### src/rtl/pll_lock_sequencer_pkg.sv
// Shared PLL-domain types: sequencer state encoding and status counter widths.
// Imported by the sequencer, its interface and any other PLL-clocked block.
package pll_pkg;

   localparam int RETRY_W = 4;
   localparam int LOL_W   = 8;

   localparam logic [LOL_W-1:0] LOL_MAX = '1;

   typedef enum logic [2:0] {
      IDLE      = 3'd0,
      RESET_PLL = 3'd1,
      WAIT_LOCK = 3'd2,
      STABLE    = 3'd3,
      RUN       = 3'd4,
      FAIL      = 3'd5
   } state_t;

   // Loss-of-lock counter sticks at all-ones instead of wrapping.
   function automatic logic [LOL_W-1:0] lol_sat_inc(input logic [LOL_W-1:0] v);
      return (v == LOL_MAX) ? v : v + LOL_W'(1);
   endfunction

endpackage

### src/rtl/pll_lock_sequencer_if.sv
// Control/status bundle between the PLL lock sequencer and its surroundings.
// master = the sequencer; slave = the PLL wrapper / downstream stage.
interface pll_lock_sequencer_if;
   import pll_pkg::*;

   logic               en;
   logic               lock;
   logic               pllrst;
   logic               clken;
   logic               fail;
   logic [RETRY_W-1:0] retries;
   logic [LOL_W-1:0]   lol_cnt;
   state_t             state;

   modport master (
      input  en,
      input  lock,
      output pllrst,
      output clken,
      output fail,
      output retries,
      output lol_cnt,
      output state
   );

   modport slave (
      output en,
      output lock,
      input  pllrst,
      input  clken,
      input  fail,
      input  retries,
      input  lol_cnt,
      input  state
   );

endinterface

### src/rtl/pll_lock_sequencer_sync2.sv
// Generic 2-FF level synchronizer, synchronous active-high reset to 0.
// Output lags the input by two clk edges; no pulse stretching.
module sync2 #(
   parameter int W = 1
) (
   input  logic         i_clk,
   input  logic         i_rst,
   input  logic [W-1:0] i_d,
   output logic [W-1:0] o_q
);

   logic [W-1:0] r_meta;
   logic [W-1:0] r_sync;

   always_ff @(posedge i_clk) begin
      if (i_rst) begin
         r_meta <= '0;
         r_sync <= '0;
      end else begin
         r_meta <= i_d;
         r_sync <= r_meta;
      end
   end

   assign o_q = r_sync;

endmodule

### src/rtl/pll_lock_sequencer.sv
// PLL reset/lock sequencer: pulses pllrst, qualifies synchronized lock, gates clken, retries then fails.
// All outputs are registered decodes of the next state, so they move on the same edge as the state register.
module pll_lock_sequencer
   import pll_pkg::*;
#(
   parameter int RST_CYCLES    = 16,
   parameter int LOCK_TIMEOUT  = 1000,
   parameter int STABLE_CYCLES = 64,
   parameter int MAX_RETRIES   = 3,
   parameter int CNT_W         = 16
) (
   input  logic                 i_clk,
   input  logic                 i_rst,
   pll_lock_sequencer_if.master bus
);

   logic               w_lock_s;

   state_t             r_state;
   state_t             w_state_nxt;
   logic [CNT_W-1:0]   r_cnt;
   logic [RETRY_W-1:0] r_retries;
   logic [RETRY_W-1:0] w_retries_nxt;
   logic [LOL_W-1:0]   r_lol_cnt;
   logic [LOL_W-1:0]   w_lol_nxt;

   logic               r_pllrst;
   logic               r_clken;
   logic               r_fail;
   logic               w_pllrst_nxt;
   logic               w_clken_nxt;
   logic               w_fail_nxt;

   logic               w_rst_done;
   logic               w_timeout;
   logic               w_stable_done;
   logic               w_timed_state;

   sync2 #(.W(1)) u_lock_sync (
      .i_clk (i_clk),
      .i_rst (i_rst),
      .i_d   (bus.lock),
      .o_q   (w_lock_s)
   );

   assign w_rst_done    = (r_cnt == CNT_W'(RST_CYCLES - 1));
   assign w_timeout     = (r_cnt == CNT_W'(LOCK_TIMEOUT - 1));
   assign w_stable_done = (r_cnt == CNT_W'(STABLE_CYCLES - 1));

   always_comb begin
      w_state_nxt   = r_state;
      w_retries_nxt = r_retries;
      w_lol_nxt     = r_lol_cnt;

      // Dropping en aborts anything short of a latched failure.
      if (!bus.en && (r_state != FAIL)) begin
         w_state_nxt = IDLE;
      end else begin
         case (r_state)
            IDLE: w_state_nxt = RESET_PLL;
            RESET_PLL: begin
               if (w_rst_done) w_state_nxt = WAIT_LOCK;
            end
            WAIT_LOCK: begin
               if (w_lock_s) begin
                  w_state_nxt = STABLE;
               end else if (w_timeout) begin
                  w_retries_nxt = r_retries + RETRY_W'(1);
                  w_state_nxt   = (w_retries_nxt == RETRY_W'(MAX_RETRIES)) ? FAIL : RESET_PLL;
               end
            end
            STABLE: begin
               // A lock drop beats a coincident end of the qualification window.
               if (!w_lock_s) begin
                  w_state_nxt = WAIT_LOCK;
               end else if (w_stable_done) begin
                  w_state_nxt   = RUN;
                  w_retries_nxt = '0;
               end
            end
            RUN: begin
               if (!w_lock_s) begin
                  w_state_nxt = RESET_PLL;
                  w_lol_nxt   = lol_sat_inc(r_lol_cnt);
               end
            end
            FAIL:    w_state_nxt = FAIL;
            default: w_state_nxt = IDLE;
         endcase
      end
   end

   always_comb begin
      w_pllrst_nxt  = 1'b1;
      w_clken_nxt   = 1'b0;
      w_fail_nxt    = 1'b0;
      w_timed_state = 1'b0;
      case (w_state_nxt)
         IDLE:      w_pllrst_nxt = 1'b1;
         RESET_PLL: begin
            w_pllrst_nxt  = 1'b1;
            w_timed_state = 1'b1;
         end
         WAIT_LOCK: begin
            w_pllrst_nxt  = 1'b0;
            w_timed_state = 1'b1;
         end
         STABLE: begin
            w_pllrst_nxt  = 1'b0;
            w_timed_state = 1'b1;
         end
         RUN: begin
            w_pllrst_nxt = 1'b0;
            w_clken_nxt  = 1'b1;
         end
         FAIL:      w_fail_nxt = 1'b1;
         default:   w_pllrst_nxt = 1'b1;
      endcase
   end

   always_ff @(posedge i_clk) begin
      if (i_rst) begin
         r_state   <= IDLE;
         r_cnt     <= '0;
         r_retries <= '0;
         r_lol_cnt <= '0;
         r_pllrst  <= 1'b1;
         r_clken   <= 1'b0;
         r_fail    <= 1'b0;
      end else begin
         r_state   <= w_state_nxt;
         r_retries <= w_retries_nxt;
         r_lol_cnt <= w_lol_nxt;
         r_pllrst  <= w_pllrst_nxt;
         r_clken   <= w_clken_nxt;
         r_fail    <= w_fail_nxt;
         // Interval counter restarts on every state change, runs only where it is compared.
         if (w_state_nxt != r_state) begin
            r_cnt <= '0;
         end else if (w_timed_state) begin
            r_cnt <= r_cnt + CNT_W'(1);
         end
      end
   end

   assign bus.pllrst  = r_pllrst;
   assign bus.clken   = r_clken;
   assign bus.fail    = r_fail;
   assign bus.retries = r_retries;
   assign bus.lol_cnt = r_lol_cnt;
   assign bus.state   = r_state;

endmodule

### src/flat_wrapper.sv
// flat-port wrapper written by rule: the top's interface ports become plain ports
module pll_lock_sequencer_flat import pll_pkg::*;
#(
   parameter int RST_CYCLES    = 16,
   parameter int LOCK_TIMEOUT  = 1000,
   parameter int STABLE_CYCLES = 64,
   parameter int MAX_RETRIES   = 3,
   parameter int CNT_W         = 16
)
  (i_clk, i_rst, bus_en, bus_lock, bus_pllrst, bus_clken, bus_fail, bus_retries, bus_lol_cnt, bus_state);
  pll_lock_sequencer_if bus_i ();
  input  logic i_clk;
  input  logic i_rst;
  input wire logic [$bits(bus_i.en)-1:0] bus_en;
  input wire logic [$bits(bus_i.lock)-1:0] bus_lock;
  output wire logic [$bits(bus_i.pllrst)-1:0] bus_pllrst;
  output wire logic [$bits(bus_i.clken)-1:0] bus_clken;
  output wire logic [$bits(bus_i.fail)-1:0] bus_fail;
  output wire logic [$bits(bus_i.retries)-1:0] bus_retries;
  output wire logic [$bits(bus_i.lol_cnt)-1:0] bus_lol_cnt;
  output wire logic [$bits(bus_i.state)-1:0] bus_state;
  assign bus_i.en = bus_en;
  assign bus_i.lock = bus_lock;
  assign bus_pllrst = bus_i.pllrst;
  assign bus_clken = bus_i.clken;
  assign bus_fail = bus_i.fail;
  assign bus_retries = bus_i.retries;
  assign bus_lol_cnt = bus_i.lol_cnt;
  assign bus_state = bus_i.state;
  pll_lock_sequencer #(.RST_CYCLES(RST_CYCLES), .LOCK_TIMEOUT(LOCK_TIMEOUT), .STABLE_CYCLES(STABLE_CYCLES), .MAX_RETRIES(MAX_RETRIES), .CNT_W(CNT_W)) u_core (.i_clk(i_clk), .i_rst(i_rst), .bus(bus_i));
endmodule
### config.mk
export PLATFORM = sky130hd
export DESIGN_NAME = pll_lock_sequencer_flat
export DESIGN_NICKNAME = d
export VERILOG_FILES = /design/src/rtl/pll_lock_sequencer_pkg.sv /design/src/rtl/pll_lock_sequencer_if.sv /design/src/rtl/pll_lock_sequencer_sync2.sv /design/src/rtl/pll_lock_sequencer.sv /design/src/flat_wrapper.sv
export SDC_FILE = /design/constraint.sdc
export NUM_CORES = 1
export LEC_CHECK = 0
export CORE_ASPECT_RATIO = 0.8
export CORE_MARGIN = 2
export CORE_UTILIZATION = 50
export DETAILED_ROUTE_END_ITERATION = 8
export DONT_BUFFER_PORTS = 1
export PLACE_DENSITY = 0.65
export SKIP_CTS_REPAIR_TIMING = 1
export SYNTH_ARGS = -nofsm -noshare
export SYNTH_HDL_FRONTEND = slang
export SYNTH_SLANG_ARGS = --single-unit
### constraint.sdc
create_clock -name i_clk -period 2.3 [get_ports i_clk]
set_input_delay 0 -clock i_clk [delete_from_list [all_inputs] [get_ports i_clk]]
set_output_delay 0 -clock i_clk [all_outputs]
set_load 0.02 [all_outputs]
==> results.cfg <==
[clocking]
cts-root-buf = clkbuf_8
cts.sinks = 36
path_clk_slew_ns = 0.07
clock_latency_ns = 0.28
cts_tree = done
clockBufferDepth = 2
ctsHtreeMaxLevel = 2
numCtsBuffers = 5

[placement]
dp_cells = 250
hpwl_mm = 2.72
place_congestion = 0.872
portBuffers = 0
dp_slack_ns = 0.123

[setup_path]
critPathSlowestCell = nor4_2
cp_data_required_time_ns = 2.47
cp-start-kind = register
cp.depth = 9
critPathTopFamily = simple AND/OR/NAND/NOR gates
path_buf_inv = 2
crit_start = u_core.r_cnt[10]
crit-reg2reg-launch = u_core.r_cnt[10]
end_kind = register
worstSetupPathType = reg2reg
max_stage_delay_ns = 0.43
crit_chain = nor4_2 -> nand3_1 -> nor4_4 -> buf_4 -> nor4_4 -> buf_4 -> nand4_1 -> xor2_1 -> nor2_1
reg2reg_setup_slack_ns = 0.14
path_max_fanout = 10
arrival_ns = 2.33
r2r_cells = 9
r2r-end = u_core.r_cnt[13]
crit_end = u_core.r_cnt[13]

[sta]
post-route-period-util_pct = 93.8
setup_viol = 0
worst_slew_pin_slew_ns = 0.676
timing_hold_violations_final = 0
rsz0062_at_grt = false
finClkSkew_ns = 0.00733
drv_slew = 0
layout_min_cycle_time_ns = 2.16
fin_setup_tns_ns = 0
setup_slack_ns = 0.142
slew_headroom_pct = 54.8
fmax_mhz = 463
timing.hold.ws_ns = 0.0706

[logic_synthesis]
yosysSeqAreaShare_pct = 39.6
yosys_warnings = 0
ys_ff_latch = 36
synth_top_area_cell = dfxtp_1
synth.top_cell.area_share_pct = 39.6
synth_edf_count = 0
synthDistinctLibCells = 43
syn_inst = 204
syn_nets = 212
syn-cell-area_sq_um = 1820
ys.flop_type = dfxtp_1
synth_area_per_cell_sq_um = 8.92
async_reset_ff_share_pct = 0
post_synth_main_area_contributors = dfxtp_1, xor2_1, nor2_1

[cells_and_area]
final_cell_mix = dfxtp_1, nor2_1, xor2_1
area_delta_synth_final_pct = 15.3
layout_commonest_cell = dfxtp_1
final_util_pct = 60.5
fin_nets = 228
stdcell_count = 263
diodes = 0
drive_gt1_share_pct = 18.6

[drt]
vias = 1480
drt-total-wl_mm = 3.79
ant_nets = 0
wl_per_cell_microns = 14.4
drc_errors = 0
post_drt_via_cell_ratio = 5.63
first_iter_violations = 72
first_pass_iters = 4

[grt]
grt_pass1_wl_mm = 6.49
grt_max_degree = 19
antenna_found_initial = 0
grt_pass1_vias = 1407
grt_usage_pct = 19.7
overflow = 0

[pwr]
leakagePower_nw = 0.800
ir_worst_vdd_uv = 440
powerDensity_nw_per_um2 = 541

[die]
die_h_microns = 58.0
die_w_microns = 71.5
core_sq_um = 3470
ios = 22
start_util_pct = 52.5
die-area_sq_um = 4140
rows = 19

[run]
drv_cap = 0

[outcome]
status = finished, final reports clean

[min_path]
hp-class = in2reg
==> where the power goes <==
group / total [mW] / internal [mW] / switching [mW] / leakage, nW
combinational: 0.0501 / 0.0194 / 0.0307 / 0.457
sequential: 0.635 / 0.628 / 0.00660 / 0.291
clock: 0.450 / 0.239 / 0.212 / 0.0510
==> sequential cells by signal, summed over array words and instances (netlist names) <==
name / cells
u_core.bus.pllrst: 1
u_core.u_lock_sync.r_meta: 1
u_core.bus.fail: 1
u_core.bus.state: 3
u_core.r_cnt: 16
u_core.u_lock_sync.o_q: 1
u_core.bus.lol_cnt: 8
u_core.bus.retries: 4
u_core.bus.clken: 1
==> cell type report <==
cell class / instances / area (sq um)
well taps: 42 / 52.6
clock inverters: 2 / 10.0
fillers: 306 / 1370
repair buffers: 18 / 143
multi-input cells: 155 / 1070
inverters: 4 / 15.0
flip-flops and latches: 36 / 723
clock buffers: 6 / 82.6
==> synth_stat cells (all sizes together), types with 5 or more instances <==
cell,count
and3,7
nand4,10
dfxtp,36
nand2,12
xor2,19
a21oi,8
buf,6
nand3,14
xnor2,7
nor2,32
nor4,6
nor3,5
==> cells by family after synthesis <==
logic type | share of synthesized area (%)
compound gates | 7.63
xor+xnor | 12.5
fa+ha+maj | 2.75
buf+inv | 3.50
flops | 39.6
mux | 1.10
simple gates | 32.9
==> worst min-delay path by stage <==
stage	startpoint	end	cells after the start
after detailed placement	i_rst	u_core.bus.retries[2]	1
after floorplan	bus_lock	u_core.u_lock_sync.r_meta	1
after CTS	i_rst	u_core.bus.lol_cnt[2]	1
after global placement	i_rst	u_core.bus.retries[2]	1
final	bus_en	u_core.bus.lol_cnt[1]	4
after global routing	bus_en	u_core.bus.state[1]	3
==> per-stage QoR <==
step / cell area [sq um] / total power [mW]
after CTS: 2010 / 1.13
after floorplan: 1820 / 0.681
after global routing: 2100 / 1.19
after detailed placement: 1920 / 0.687
final: 2100 / 1.14
after global placement: 1920 / 0.686
==> worst reg2reg max path, delay by kind of cell (launching register included) <==
family / cells / cell delay, ns
simple gates: 6 / 1.18
buf+inv: 2 / 0.36
flops: 1 / 0.34
xor+xnor: 1 / 0.17
==> routing by layer <==
layer  vias to the layer above  part of all wire [%]  track usage [%]
li1                        742                     -                -
met1                       700                    50             28.7
met2                        36                    43             28.0
met3                         2                   6.8             6.09
met4                         0                  0.32             5.93
met5                         -                     0                0
Note: power is estimated with default switching activity, not from simulation.
